==> src/rtl/image_mem_pkg.sv <==
// Shared types for the image memory arbiter: address widths, read owner and pixel address.
package image_mem_pkg;

    localparam int unsigned XBits = 9;
    localparam int unsigned YBits = 8;

    // Who the read issued last cycle belongs to.
    typedef enum logic [1:0] {
        OWN_NONE = 2'd0,
        OWN_DISP = 2'd1,
        OWN_CPU  = 2'd2
    } owner_t;

    typedef struct packed {
        logic [XBits-1:0] x;
        logic [YBits-1:0] y;
    } pix_addr_t;

    localparam pix_addr_t PixAddrZero = '{x: '0, y: '0};

    function automatic logic addr_eq(input pix_addr_t a, input pix_addr_t b);
        return (a.x == b.x) && (a.y == b.y);
    endfunction

endpackage

==> src/rtl/image_mem_arbiter_if.sv <==
// Requester handshakes plus the image memory ports, bundled for the arbiter.
interface image_mem_arbiter_if #(
    parameter int unsigned ColorBits = 3
);
    import image_mem_pkg::*;

    // Display scanout reads
    logic                 disp_req;
    logic [XBits-1:0]     disp_x;
    logic [YBits-1:0]     disp_y;
    logic                 disp_gnt;
    logic                 disp_valid;
    logic [ColorBits-1:0] disp_data;

    // Processor loads
    logic                 cpu_rd_req;
    logic [XBits-1:0]     cpu_rd_x;
    logic [YBits-1:0]     cpu_rd_y;
    logic                 cpu_rd_gnt;
    logic                 cpu_rd_valid;
    logic [ColorBits-1:0] cpu_rd_data;

    // Processor stores
    logic                 cpu_wr_req;
    logic [XBits-1:0]     cpu_wr_x;
    logic [YBits-1:0]     cpu_wr_y;
    logic [ColorBits-1:0] cpu_wr_data;
    logic                 cpu_wr_gnt;

    // Image memory ports
    logic [XBits-1:0]     mem_x_read;
    logic [YBits-1:0]     mem_y_read;
    logic [ColorBits-1:0] mem_read_value;
    logic [XBits-1:0]     mem_x_write;
    logic [YBits-1:0]     mem_y_write;
    logic [ColorBits-1:0] mem_write_value;

    // Arbiter side
    modport slave (
        input  disp_req, disp_x, disp_y,
        output disp_gnt, disp_valid, disp_data,
        input  cpu_rd_req, cpu_rd_x, cpu_rd_y,
        output cpu_rd_gnt, cpu_rd_valid, cpu_rd_data,
        input  cpu_wr_req, cpu_wr_x, cpu_wr_y, cpu_wr_data,
        output cpu_wr_gnt,
        output mem_x_read, mem_y_read,
        input  mem_read_value,
        output mem_x_write, mem_y_write, mem_write_value
    );

    // Requester and memory side
    modport master (
        output disp_req, disp_x, disp_y,
        input  disp_gnt, disp_valid, disp_data,
        output cpu_rd_req, cpu_rd_x, cpu_rd_y,
        input  cpu_rd_gnt, cpu_rd_valid, cpu_rd_data,
        output cpu_wr_req, cpu_wr_x, cpu_wr_y, cpu_wr_data,
        input  cpu_wr_gnt,
        input  mem_x_read, mem_y_read,
        output mem_read_value,
        input  mem_x_write, mem_y_write, mem_write_value
    );

endinterface

==> src/rtl/image_mem_arbiter_read_arbiter.sv <==
// Read-port arbiter: display has priority, a CPU load is forced through after CpuMaxWait losses.
module read_arbiter
    import image_mem_pkg::*;
#(
    parameter int unsigned CpuMaxWait = 4
) (
    input  logic   clk,
    input  logic   rst_n,
    input  logic   disp_req_i,
    input  logic   cpu_req_i,
    output logic   disp_gnt_o,
    output logic   cpu_gnt_o,
    output owner_t owner_o
);

    localparam int unsigned CntBits = (CpuMaxWait > 0) ? $clog2(CpuMaxWait + 1) : 1;
    localparam logic [CntBits-1:0] MaxWait = CntBits'(CpuMaxWait);

    logic [CntBits-1:0] wait_cnt_q, wait_cnt_d;
    logic               cpu_starved;

    assign cpu_starved = (wait_cnt_q == MaxWait);

    // Grant decode: at most one read per cycle.
    always_comb begin
        cpu_gnt_o  = cpu_req_i && (!disp_req_i || cpu_starved);
        disp_gnt_o = disp_req_i && !cpu_gnt_o;
        owner_o    = OWN_NONE;
        if (disp_gnt_o) begin
            owner_o = OWN_DISP;
        end else if (cpu_gnt_o) begin
            owner_o = OWN_CPU;
        end
    end

    // Starvation counter: counts lost cycles of a pending load, saturating.
    always_comb begin
        wait_cnt_d = wait_cnt_q;
        if (!cpu_req_i || cpu_gnt_o) begin
            wait_cnt_d = '0;
        end else if (!cpu_starved) begin
            wait_cnt_d = wait_cnt_q + 1'b1;
        end
    end

    // Counter state.
    always_ff @(posedge clk or negedge rst_n) begin
        if (!rst_n) begin
            wait_cnt_q <= '0;
        end else begin
            wait_cnt_q <= wait_cnt_d;
        end
    end

endmodule

==> src/rtl/image_mem_arbiter.sv <==
// Front end of the single-read/single-write image memory: read arbitration, write-first
// forwarding and an always-idempotent write port.
module image_mem_arbiter
    import image_mem_pkg::*;
#(
    parameter int unsigned          Width      = 50,
    parameter int unsigned          Height     = 50,
    parameter int unsigned          ColorBits  = 3,
    parameter logic [ColorBits-1:0] InitColor  = 3'b001,
    parameter int unsigned          CpuMaxWait = 4
) (
    input logic                clk,
    input logic                rst_n,
    image_mem_arbiter_if.slave bus_io
);

    typedef logic [ColorBits-1:0] color_t;

    logic      disp_req, cpu_rd_req, cpu_wr_req;
    logic      disp_gnt, cpu_rd_gnt, rd_gnt;
    owner_t    owner_d, owner_q;
    pix_addr_t disp_addr, cpu_rd_addr, cpu_wr_addr;
    pix_addr_t rd_addr_d, rd_addr_q;
    pix_addr_t wr_addr, last_wr_addr_q, fwd_addr_q;
    color_t    wr_data, last_wr_data_q, fwd_data_q, rd_data;
    logic      fwd_hit, cpu_wr_gnt;

    // Requests are ignored while reset is held so grants stay low and the write port
    // shows the reset repeat-write of (0,0,InitColor).
    assign disp_req   = bus_io.disp_req & rst_n;
    assign cpu_rd_req = bus_io.cpu_rd_req & rst_n;
    assign cpu_wr_req = bus_io.cpu_wr_req & rst_n;

    assign disp_addr   = '{x: bus_io.disp_x,   y: bus_io.disp_y};
    assign cpu_rd_addr = '{x: bus_io.cpu_rd_x, y: bus_io.cpu_rd_y};
    assign cpu_wr_addr = '{x: bus_io.cpu_wr_x, y: bus_io.cpu_wr_y};

    read_arbiter #(
        .CpuMaxWait (CpuMaxWait)
    ) u_read_arbiter (
        .clk        (clk),
        .rst_n      (rst_n),
        .disp_req_i (disp_req),
        .cpu_req_i  (cpu_rd_req),
        .disp_gnt_o (disp_gnt),
        .cpu_gnt_o  (cpu_rd_gnt),
        .owner_o    (owner_d)
    );

    assign rd_gnt = disp_gnt | cpu_rd_gnt;

    // Read address: the granted requester this cycle, otherwise hold the last issued one.
    always_comb begin
        rd_addr_d = rd_addr_q;
        if (disp_gnt) begin
            rd_addr_d = disp_addr;
        end else if (cpu_rd_gnt) begin
            rd_addr_d = cpu_rd_addr;
        end
    end

    // The memory returns old data when its write port hit the same address in the grant
    // cycle, so the value written then is substituted.
    assign fwd_hit = addr_eq(rd_addr_q, fwd_addr_q);
    assign rd_data = fwd_hit ? fwd_data_q : bus_io.mem_read_value;

    // Write source: store, else refresh of last cycle's read, else repeat of the last write.
    always_comb begin
        cpu_wr_gnt = 1'b0;
        wr_addr    = last_wr_addr_q;
        wr_data    = last_wr_data_q;
        if (cpu_wr_req) begin
            cpu_wr_gnt = 1'b1;
            wr_addr    = cpu_wr_addr;
            wr_data    = bus_io.cpu_wr_data;
        end else if (owner_q != OWN_NONE) begin
            wr_addr = rd_addr_q;
            wr_data = rd_data;
        end
    end

    // Issued-read bookkeeping: owner, address and the write it raced with.
    always_ff @(posedge clk or negedge rst_n) begin
        if (!rst_n) begin
            owner_q    <= OWN_NONE;
            rd_addr_q  <= PixAddrZero;
            fwd_addr_q <= PixAddrZero;
            fwd_data_q <= '0;
        end else begin
            owner_q <= owner_d;
            if (rd_gnt) begin
                rd_addr_q  <= rd_addr_d;
                fwd_addr_q <= wr_addr;
                fwd_data_q <= wr_data;
            end
        end
    end

    // Every committed write becomes the repeat candidate for idle cycles.
    always_ff @(posedge clk or negedge rst_n) begin
        if (!rst_n) begin
            last_wr_addr_q <= PixAddrZero;
            last_wr_data_q <= InitColor;
        end else begin
            last_wr_addr_q <= wr_addr;
            last_wr_data_q <= wr_data;
        end
    end

    assign bus_io.disp_gnt     = disp_gnt;
    assign bus_io.cpu_rd_gnt   = cpu_rd_gnt;
    assign bus_io.cpu_wr_gnt   = cpu_wr_gnt;
    assign bus_io.disp_valid   = (owner_q == OWN_DISP);
    assign bus_io.cpu_rd_valid = (owner_q == OWN_CPU);
    assign bus_io.disp_data    = (owner_q == OWN_DISP) ? rd_data : '0;
    assign bus_io.cpu_rd_data  = (owner_q == OWN_CPU) ? rd_data : '0;

    assign bus_io.mem_x_read      = rd_addr_d.x;
    assign bus_io.mem_y_read      = rd_addr_d.y;
    assign bus_io.mem_x_write     = wr_addr.x;
    assign bus_io.mem_y_write     = wr_addr.y;
    assign bus_io.mem_write_value = wr_data;

    // Requesters own address range; these only flag a broken requester in simulation.
    a_disp_range : assert property (@(posedge clk) disable iff (!rst_n)
        bus_io.disp_req |-> (32'(bus_io.disp_x) < Width && 32'(bus_io.disp_y) < Height));
    a_cpu_rd_range : assert property (@(posedge clk) disable iff (!rst_n)
        bus_io.cpu_rd_req |-> (32'(bus_io.cpu_rd_x) < Width && 32'(bus_io.cpu_rd_y) < Height));
    a_cpu_wr_range : assert property (@(posedge clk) disable iff (!rst_n)
        bus_io.cpu_wr_req |-> (32'(bus_io.cpu_wr_x) < Width && 32'(bus_io.cpu_wr_y) < Height));

endmodule

==> src/flat_wrapper.sv <==
// flat-port wrapper written by rule: the top's interface ports become plain ports
module image_mem_arbiter_flat import image_mem_pkg::*;
#(
    parameter int unsigned          Width      = 50,
    parameter int unsigned          Height     = 50,
    parameter int unsigned          ColorBits  = 3,
    parameter logic [ColorBits-1:0] InitColor  = 3'b001,
    parameter int unsigned          CpuMaxWait = 4
)
  (clk, rst_n, bus_io_disp_req, bus_io_disp_x, bus_io_disp_y, bus_io_disp_gnt, bus_io_disp_valid, bus_io_disp_data, bus_io_cpu_rd_req, bus_io_cpu_rd_x, bus_io_cpu_rd_y, bus_io_cpu_rd_gnt, bus_io_cpu_rd_valid, bus_io_cpu_rd_data, bus_io_cpu_wr_req, bus_io_cpu_wr_x, bus_io_cpu_wr_y, bus_io_cpu_wr_data, bus_io_cpu_wr_gnt, bus_io_mem_x_read, bus_io_mem_y_read, bus_io_mem_read_value, bus_io_mem_x_write, bus_io_mem_y_write, bus_io_mem_write_value);
  image_mem_arbiter_if #(.ColorBits(ColorBits)) bus_io_i ();
  input logic clk;
  input logic rst_n;
  input wire logic [$bits(bus_io_i.disp_req)-1:0] bus_io_disp_req;
  input wire logic [$bits(bus_io_i.disp_x)-1:0] bus_io_disp_x;
  input wire logic [$bits(bus_io_i.disp_y)-1:0] bus_io_disp_y;
  output wire logic [$bits(bus_io_i.disp_gnt)-1:0] bus_io_disp_gnt;
  output wire logic [$bits(bus_io_i.disp_valid)-1:0] bus_io_disp_valid;
  output wire logic [$bits(bus_io_i.disp_data)-1:0] bus_io_disp_data;
  input wire logic [$bits(bus_io_i.cpu_rd_req)-1:0] bus_io_cpu_rd_req;
  input wire logic [$bits(bus_io_i.cpu_rd_x)-1:0] bus_io_cpu_rd_x;
  input wire logic [$bits(bus_io_i.cpu_rd_y)-1:0] bus_io_cpu_rd_y;
  output wire logic [$bits(bus_io_i.cpu_rd_gnt)-1:0] bus_io_cpu_rd_gnt;
  output wire logic [$bits(bus_io_i.cpu_rd_valid)-1:0] bus_io_cpu_rd_valid;
  output wire logic [$bits(bus_io_i.cpu_rd_data)-1:0] bus_io_cpu_rd_data;
  input wire logic [$bits(bus_io_i.cpu_wr_req)-1:0] bus_io_cpu_wr_req;
  input wire logic [$bits(bus_io_i.cpu_wr_x)-1:0] bus_io_cpu_wr_x;
  input wire logic [$bits(bus_io_i.cpu_wr_y)-1:0] bus_io_cpu_wr_y;
  input wire logic [$bits(bus_io_i.cpu_wr_data)-1:0] bus_io_cpu_wr_data;
  output wire logic [$bits(bus_io_i.cpu_wr_gnt)-1:0] bus_io_cpu_wr_gnt;
  output wire logic [$bits(bus_io_i.mem_x_read)-1:0] bus_io_mem_x_read;
  output wire logic [$bits(bus_io_i.mem_y_read)-1:0] bus_io_mem_y_read;
  input wire logic [$bits(bus_io_i.mem_read_value)-1:0] bus_io_mem_read_value;
  output wire logic [$bits(bus_io_i.mem_x_write)-1:0] bus_io_mem_x_write;
  output wire logic [$bits(bus_io_i.mem_y_write)-1:0] bus_io_mem_y_write;
  output wire logic [$bits(bus_io_i.mem_write_value)-1:0] bus_io_mem_write_value;
  assign bus_io_i.disp_req = bus_io_disp_req;
  assign bus_io_i.disp_x = bus_io_disp_x;
  assign bus_io_i.disp_y = bus_io_disp_y;
  assign bus_io_disp_gnt = bus_io_i.disp_gnt;
  assign bus_io_disp_valid = bus_io_i.disp_valid;
  assign bus_io_disp_data = bus_io_i.disp_data;
  assign bus_io_i.cpu_rd_req = bus_io_cpu_rd_req;
  assign bus_io_i.cpu_rd_x = bus_io_cpu_rd_x;
  assign bus_io_i.cpu_rd_y = bus_io_cpu_rd_y;
  assign bus_io_cpu_rd_gnt = bus_io_i.cpu_rd_gnt;
  assign bus_io_cpu_rd_valid = bus_io_i.cpu_rd_valid;
  assign bus_io_cpu_rd_data = bus_io_i.cpu_rd_data;
  assign bus_io_i.cpu_wr_req = bus_io_cpu_wr_req;
  assign bus_io_i.cpu_wr_x = bus_io_cpu_wr_x;
  assign bus_io_i.cpu_wr_y = bus_io_cpu_wr_y;
  assign bus_io_i.cpu_wr_data = bus_io_cpu_wr_data;
  assign bus_io_cpu_wr_gnt = bus_io_i.cpu_wr_gnt;
  assign bus_io_mem_x_read = bus_io_i.mem_x_read;
  assign bus_io_mem_y_read = bus_io_i.mem_y_read;
  assign bus_io_i.mem_read_value = bus_io_mem_read_value;
  assign bus_io_mem_x_write = bus_io_i.mem_x_write;
  assign bus_io_mem_y_write = bus_io_i.mem_y_write;
  assign bus_io_mem_write_value = bus_io_i.mem_write_value;
  image_mem_arbiter #(.Width(Width), .Height(Height), .ColorBits(ColorBits), .InitColor(InitColor), .CpuMaxWait(CpuMaxWait)) u_core (.clk(clk), .rst_n(rst_n), .bus_io(bus_io_i));
endmodule
==> config.mk <==
export PLATFORM = sky130hd
export DESIGN_NAME = image_mem_arbiter_flat
export DESIGN_NICKNAME = d
export VERILOG_FILES = /design/src/rtl/image_mem_pkg.sv /design/src/rtl/image_mem_arbiter_if.sv /design/src/rtl/image_mem_arbiter_read_arbiter.sv /design/src/rtl/image_mem_arbiter.sv /design/src/flat_wrapper.sv
export SDC_FILE = /design/constraint.sdc
export NUM_CORES = 1
export LEC_CHECK = 0
export ABC_AREA = 1
export BUFFER_PORTS_ARGS = -buffer_cell sky130_fd_sc_hd__buf_2
export CORE_MARGIN = 8
export CORE_UTILIZATION = 31
export CTS_BUF_LIST = sky130_fd_sc_hd__clkbuf_8
export DETAILED_ROUTE_END_ITERATION = 10
export GPL_TIMING_DRIVEN = 0
export PLACE_DENSITY = 0.57
export SLEW_MARGIN = 20
export SYNTH_ARGS = -nofsm -noshare
export SYNTH_HDL_FRONTEND = slang
export SYNTH_SLANG_ARGS = --single-unit
==> constraint.sdc <==
create_clock -name clk -period 1.5 [get_ports clk]
set_input_delay 0.3 -clock clk [delete_from_list [all_inputs] [get_ports clk]]
set_output_delay 0.3 -clock clk [all_outputs]
set_load 0.01 [all_outputs]
==> results of run 1 <==
## critical path, delay by kind of cell, from the launching register on
family / cells / cell delay, ns
buffers and inverters: 1 / 0.10
DFF: 1 / 0.42
and+or+nand+nor: 5 / 0.81
xor gates and xnor gates: 1 / 0.25
## repair_timing
action,4_1_cts,5_1_grt
hold buffers,2,0
hold endpoints to repair,16,0
setup buffers,37,21
pin swaps,45,44
gates resized for setup,105,101
gates cloned,4,1
setup endpoints to repair,104,69
## cell families after synthesis
| logic type | Yosys count | share of synthesized area [%] |
|---|---|---|
| AOI/OAI and AO/OA | 74 | 14.09 |
| xor gates and xnor gates | 5 | 1.382 |
| adders and majority gates | 2 | 0.7895 |
| buffers and inverters | 51 | 6.948 |
| DFF | 62 | 48.99 |
| and+or+nand+nor | 208 | 27.79 |
## final cells by class
cell class	count	area, um^2	share of cell area (%)
clock buffer	11	151.4	2.769
multi-input combinational	289	2004	36.66
tap	136	170.2	3.112
buffer	15	147.6	2.700
sequential	62	1553	28.40
clock inverter	5	48.80	0.8924
inverter	36	142.6	2.609
timing repair buffer	166	1250	22.86
## flip-flops by register name, summed over array words and instances, names as in the netlist
| name | flops |
|---|---|
| u_core.fwd_addr_q | 17 |
| u_core.last_wr_addr_q | 17 |
| u_core.rd_addr_q | 17 |
| u_core.fwd_data_q | 3 |
| u_core.last_wr_data_q | 3 |
| u_core.u_read_arbiter.wait_cnt_q | 3 |
| u_core.owner_q | 2 |
## power groups by stage
| stage | logic [W] | clock network (W) | registers [W] |
|---|---|---|---|
| finish | 0.00198 | 0.00150 | 0.00213 |
| global route | 0.00213 | 0.00162 | 0.00216 |
| CTS | 0.00174 | 0.00153 | 0.00209 |
| detailed placement | 0.00129 | 0 | 0.00211 |
| global placement | 0.00127 | 0 | 0.00210 |
| floorplan | 0.000798 | 0 | 0.00207 |
## layout by cell type, fill, tap and decap left out, types with 6 or more instances in the layout
master    count
o211ai_1     26
nand2_2      22
clkbuf_8     11
nand2_1      91
buf_6        26
a21oi_2      20
nand2_4      28
inv_1        24
buf_4        40
nand4_1       6
dfrtp_1      61
inv_2        11
nor2_1       28
nor2_2        6
a21oi_4      15
nor2_4       10
o21ai_1       6
buf_12        7
nand3_2       7
buf_2        95
## path summary, 6_finish.rpt
path / from / to / slack (ns) / cells after the start
hold / removal: rst_n / u_core.last_wr_data_q[0] / 0.05 / 2
min in group clk: bus_io_disp_x[6] / u_core.rd_addr_q[14] / 0.20 / 3
max in group asynchronous: rst_n / u_core.rd_addr_q[2] / 0.42 / 2
setup / recovery: u_core.rd_addr_q[5] / bus_io_cpu_rd_data[0] / -0.71 / 7
setup reg to reg: u_core.rd_addr_q[5] / u_core.fwd_data_q[2] / -0.26 / 11
hold reg to reg: u_core.fwd_data_q[2] / u_core.fwd_data_q[2] / 0.49 / 2
## through the flow
step	setup TNS [ns]	setup WS [ns]	hold WS, ns
floorplan	-1.007	-0.1246	0.004409
finish	-25.36	-0.7101	0.04761
detailed placement	-53.96	-0.9896	0.2047
global placement	-162.23	-1.808	0.4469
CTS	-24.97	-0.6564	0.03240
global route	-30.07	-0.8030	0.03462
## routing by layer
layer / vias up / track usage (%) / share of wire, %
li1: 1658 / - / -
met1: 1673 / 20.75 / 41
met2: 96 / 29.11 / 51
met3: 12 / 2.719 / 5.5
met4: 0 / 6.570 / 2.0
met5: - / 0 / 0
==> out/qor.yml, run 1 <==
outcome: "complete, but fails checks"
violations: "setup timing"
grt_start_max_net_pins: 25
syn2layout_area_growth_pct: 72.52
rsz0062_at_grt: "yes"
drv_slew: 0
p_clk_share_pct: 26.8
core_area_um2: 10140
finalPower_w: 0.005611
synth_top_area_share_pct: 48.16
fmax_ghz: 0.4525
peakVddDrop_v: 0.0004090
die_x_um: 117.1
grt_first_pass_wirelength_um: 17580
grt_pass1_vias: 3613
syn_inst: 402
drv_cap: 0
drc: 0
sw_frac_of_total_pct: 33.76
vias: 3439
worst_slew_pin_slew_ns: 0.7445
rows: 37
n_fill_cell: 955
seqPwrFrac_pct: 38.0
root_buffer: "clkbuf_8"
drt-initial-drc-count: 104
yosys.area.top_type: "dfrtp_1"
globalRoute.totalOverflow: 0
clk_path_buf_depth: 2
io_buffers: 109
crit_required_ns: 1.20
crit_path_start_kind: "flip-flop"
setup_slack_ns: -0.7101
wl_um: 11870
grt.total_usage_pct: 16.91
routedWlPerCell_um: 16.49
p_int_w: 0.003717
cpPeakStageDelay_ns: 0.42
syn_nets: 466
drtAntennaViolNets: 0
synth.most_common_cell: "nand2_1"
cts_sinks: 62
die_h_um: 117.1
seq_area_frac_synth_pct: 48.99
h-tree-depth: 3
syn_area_um2: 3169
cp_slowest_cell: "dfrtp_1"
synth_common_cells: "136 x nand2_1, 61 x dfrtp_1, 39 x nor2_1"
ys_warn_count: 0
synth-seq-cells: 62
finalHoldViolCount: 0
layout.cells.non_filler: 720
initial_core_util_pct: 31.26
routabilityCongestion: 0.7669
end_kind: "output port"
netSwitchingPower_w: 0.001895
min-delay-path-class: "input pin to asynchronous set/reset pin"
hpwl_um: 7572
finalCritPeriodShare_pct: 147.3
dp_cells: 648
viasPerCell: 4.776
cts.reportedPaths.clkPinSlew_ns: 0.07
ys_types: 26
worstSetupPathType: "flip-flop to output port"
drive_above_1_share_pct: 55.48
final_util_pct: 53.93
cp_cell_sequence: "xnor2_1, nand3_1, nor2_4, nand4_1, and2_4, nor2_4, buf_6"
async_flop_share_pct: 100.0
post_dp_cell_area_um2: 3981
combPwrFrac_pct: 35.2
antenna_found_initial: 0
synth_top_cells_by_area: "dfrtp_1 48%, nand2_1 16%, o211ai_1 6.2%"
dr.pass1.iters: 4
ys.flop_type: "dfrtp_1"
arrival_ns: 1.91
crit_path_frequent_cell: "nor2_4"
postSynthAreaPerCell_um2: 7.884
powerDensity_nw_per_um2: 1026
diodes: 0
ios: 110
cts_tree: "built"
crit_fanout: 4
p_leak_nw: 2.755
finish.instance_area_um2: 5468
synth_edf_count: 0
setup-violations-final: 55
slew_headroom_pct: 50.20
insertion_delay_ns: 0.34
dieArea_um2: 13710
nets: 643
cts_made_buffers: 9
clock_skew_ns: 0.01041
fin_crit_ns: 2.210
(Power assumes the default switching activity.)
==> inputs of run 2 (changes only) <==
--- a/config.mk
+++ b/config.mk
@@ -16,4 +16,5 @@
 export SLEW_MARGIN = 20
 export SYNTH_ARGS = -nofsm -noshare
 export SYNTH_HDL_FRONTEND = slang
+export SYNTH_HIERARCHICAL = 1
 export SYNTH_SLANG_ARGS = --single-unit
==> constraint.sdc (replaced) <==
create_clock -name clk -period 1.8 [get_ports clk]
set_input_delay 0.36 -clock clk [delete_from_list [all_inputs] [get_ports clk]]
set_output_delay 0.36 -clock clk [all_outputs]
set_load 0.01 [all_outputs]
==> out/qor.yml, run 2 <==
outcome: "complete, but fails checks"
violations: "setup timing"
reg_top3: "u_core/fwd_addr_q (17), u_core/last_wr_addr_q (17), u_core/rd_addr_q (17)"
finalCritPeriodShare_pct: 141.2
cts_sinks: 62  # unchanged
cp_cell_sequence: "inv_1, ha_2, nand2_4, o21a_1, buf_6, nor2_4, inv_2, buf_6, buf_8, o211ai_1, buf_2"
core_area_um2: 10230  # +0.91%
min_from: "bus_io_disp_x[4]"
routabilityCongestion: 0.7593  # -0.99%
ff2ff_path_depth: 12  # +1
grt_start_max_net_pins: 36  # +44%
rows: 37  # unchanged
final_common_cell: "buf_2"
cpPeakStageDelay_ns: 0.38  # -0.04 ns
cp_slowest_cell: "dfrtp_1"
syn2layout_area_growth_pct: 69.65
root_buffer: "clkbuf_8"
multiInputGateArea_um2: 1790  # -11%
setup-violations-final: 75  # +36%
worst_r2r_startpoint: "u_core/u_read_arbiter/wait_cnt_q[1]"
nets: 671  # +4.4%
cts.reportedPaths.clkPinSlew_ns: 0.08  # about the same
fmax_ghz: 0.3935
ff2ff_setup_slack_ns: -0.19  # +0.07 ns
viasPerCell: 4.864  # +1.8%
wl_um: 12780  # +7.7%
min-delay-path-class: "input pin to flip-flop"
ys.flop_type: "dfrtp_1"
final_cell_mix: "101 x buf_2, 98 x nand2_1, 61 x dfrtp_1, 53 x buf_4, 34 x nor2_1"
dieArea_um2: 13980  # +1.9%
drv_slew: 0  # unchanged
peakVddDrop_v: 0.0004349  # +6.3%
h-tree-depth: 3  # unchanged
arrival_ns: 2.18  # +0.27 ns
routedWlPerCell_um: 17.09  # +3.6%
holdPathStages: 3
regArea_um2: 1553  # unchanged
antenna_found_initial: 0  # unchanged
drt-initial-drc-count: 153  # +47%
synth_top_cells_by_area: "dfrtp_1 47%, nand2_1 14%, o211ai_1 6.9%"
worstReg2RegEnd: "u_core/rd_addr_q[13]"
critical_path.top_delay_family: "buffers and inverters"
drive_above_1_share_pct: 51.47  # -4.0 points
ys_types: 26  # unchanged
end_kind: "output port"
seq_area_frac_synth_pct: 47.92  # -1.1 points
io_buffers: 109  # unchanged
globalRoute.totalOverflow: 0  # unchanged
crit_required_ns: 1.44  # +0.24 ns
crit_fanout: 6  # +2
powerDensity_nw_per_um2: 870.7  # -15%
clk_path_buf_depth: 2  # unchanged
grt_pass1_vias: 3813  # +5.5%
worst_slew_pin_slew_ns: 0.6126  # -0.1319 ns
whs_endpoint: "u_core/rd_addr_q[12]"
yosys.area.top_type: "dfrtp_1"
hpwl_um: 8054  # +6.4%
initial_core_util_pct: 31.67  # +0.41 points
synth.most_common_cell: "nand2_1"
drv_cap: 0  # unchanged
setup_slack_ns: -0.7412  # -0.03102 ns
syn_area_um2: 3241  # +2.3%
fin_crit_ns: 2.541
cts_tree: "built"
grt.total_usage_pct: 17.24  # +0.34 points
critPathBufInv: 6  # +5
vias: 3638  # +5.8%
cts_made_buffers: 9  # unchanged
worstSetupPathType: "flip-flop to output port"
syn_inst: 418  # +4.0%
dp_slack_ns: -0.9730  # +0.01655 ns
finalHoldViolCount: 0  # unchanged
postSynthAreaPerCell_um2: 7.753  # -1.7%
ios: 110  # unchanged
grt_first_pass_wirelength_um: 19290  # +9.7%
dr.pass1.iters: 4  # unchanged
setup_tns_ns: -20.55  # +4.813 ns
synth_edf_count: 0  # unchanged
async_flop_share_pct: 100.0  # unchanged
die_x_um: 118.2  # +0.96%
die_h_um: 118.2  # +0.96%
finalPower_w: 0.004787  # -15%
synth_common_cells: "121 x nand2_1, 61 x dfrtp_1, 38 x nor2_1"
drtAntennaViolNets: 0  # unchanged
rsz0062_at_grt: "yes"
crit_path_start_kind: "flip-flop"
n_fill_cell: 957  # +0.21%
diodes: 0  # unchanged
p_leak_nw: 2.724  # -1.1%
insertion_delay_ns: 0.34  # about the same
synth_top_area_share_pct: 47.10  # -1.1 points
slew_headroom_pct: 59.16  # +9.0 points
syn_nets: 482  # +3.4%
ys_warn_count: 6  # +6
crit_path_frequent_cell: "buf_6"
synth-seq-cells: 62  # unchanged
final_util_pct: 53.74  # -0.19 points
clock_skew_ns: 0.01333  # +0.002916 ns
drc: 0  # unchanged
==> run 2: worst max-delay path by stage <==
stage,startpoint,end,cells after the start
floorplan,u_core/u_read_arbiter/wait_cnt_q[0],bus_io_mem_x_read[0],10
global placement,rst_n,bus_io_mem_x_read[7],12
detailed placement,rst_n,bus_io_mem_x_read[7],12
CTS,u_core/u_read_arbiter/wait_cnt_q[1],bus_io_mem_x_read[7],11
global route,u_core/u_read_arbiter/wait_cnt_q[1],bus_io_mem_y_read[7],11
finish,u_core/u_read_arbiter/wait_cnt_q[1],bus_io_mem_x_read[7],11
==> run 2: metrics by stage <==
stage	std cells	hold WS, ns	area [um^2]
5_1_grt	748	0.2872	5498
3_5_place_dp	664	0.3283	4000
4_1_cts	731	0.2555	5064
2_1_floorplan	418	0.06441	3262
6_report	748	0.2691	5498
3_3_place_gp	663	0.4407	3978
==> run 2: cells by family (layout without fill, tap and decap cells) <==
family | count (synthesis) | in the layout | share of synthesized area [%]
flip-flops | 62 | 62 | 47.92
adder cells (fa/ha/maj) | 2 | 2 | 0.7721
XOR/XNOR | 2 | 2 | 0.5406
AO/OA/AOI/OAI | 82 | 82 | 15.06
buffers and inverters | 64 | 258 | 8.301
AND/OR/NAND/NOR | 206 | 206 | 27.41
==> run 2: layout make-up <==
type / instances / share of cell area [%]
repair buffers: 179 / 24.94
plain buffers: 18 / 3.914
clock buffers: 11 / 2.754
flip-flops and latches: 62 / 28.24
clock inverters: 5 / 1.047
well taps: 136 / 3.095
multi-input cells: 292 / 32.57
inverters: 45 / 3.437
==> run 2: worst min-delay path, delay by kind of cell <==
family,cells,cell delay [ns]
buffers and inverters,1,0.08
and+or+nand+nor,1,0.05
AOI/OAI and AO/OA,1,0.08
==> run 2: timing repair <==
| action | 4_1_cts | 5_1_grt |
|---|---|---|
| hold buffers | 2 | 0 |
| gates resized for setup | 100 | 64 |
| setup buffers | 45 | 16 |
| setup endpoints to repair | 81 | 81 |
| gates cloned | 5 | 3 |
| pin swaps | 46 | 38 |
| hold endpoints to repair | 26 | 0 |
==> run 2: power breakdown <==
| group | internal (W) | switching (W) | total [W] |
|---|---|---|---|
| Clock | 0.000712 | 0.000564 | 0.00128 |
| Combinational | 0.000834 | 0.000897 | 0.00173 |
| Sequential | 0.00162 | 0.000164 | 0.00178 |
| Total | 0.00316 | 0.00163 | 0.00479 |
==> run 2: layer usage <==
metal  share of wire (%)  GRT usage, %  vias to the layer above  wire length (um)
li1                    -             -                     1745                 -
met1                  42         19.78                     1785              5309
met2                  52         31.47                       92              6660
met3                 4.5         2.903                       16               573
met4                 1.9         6.245                        0               238
met5                   0             0                        -                 0
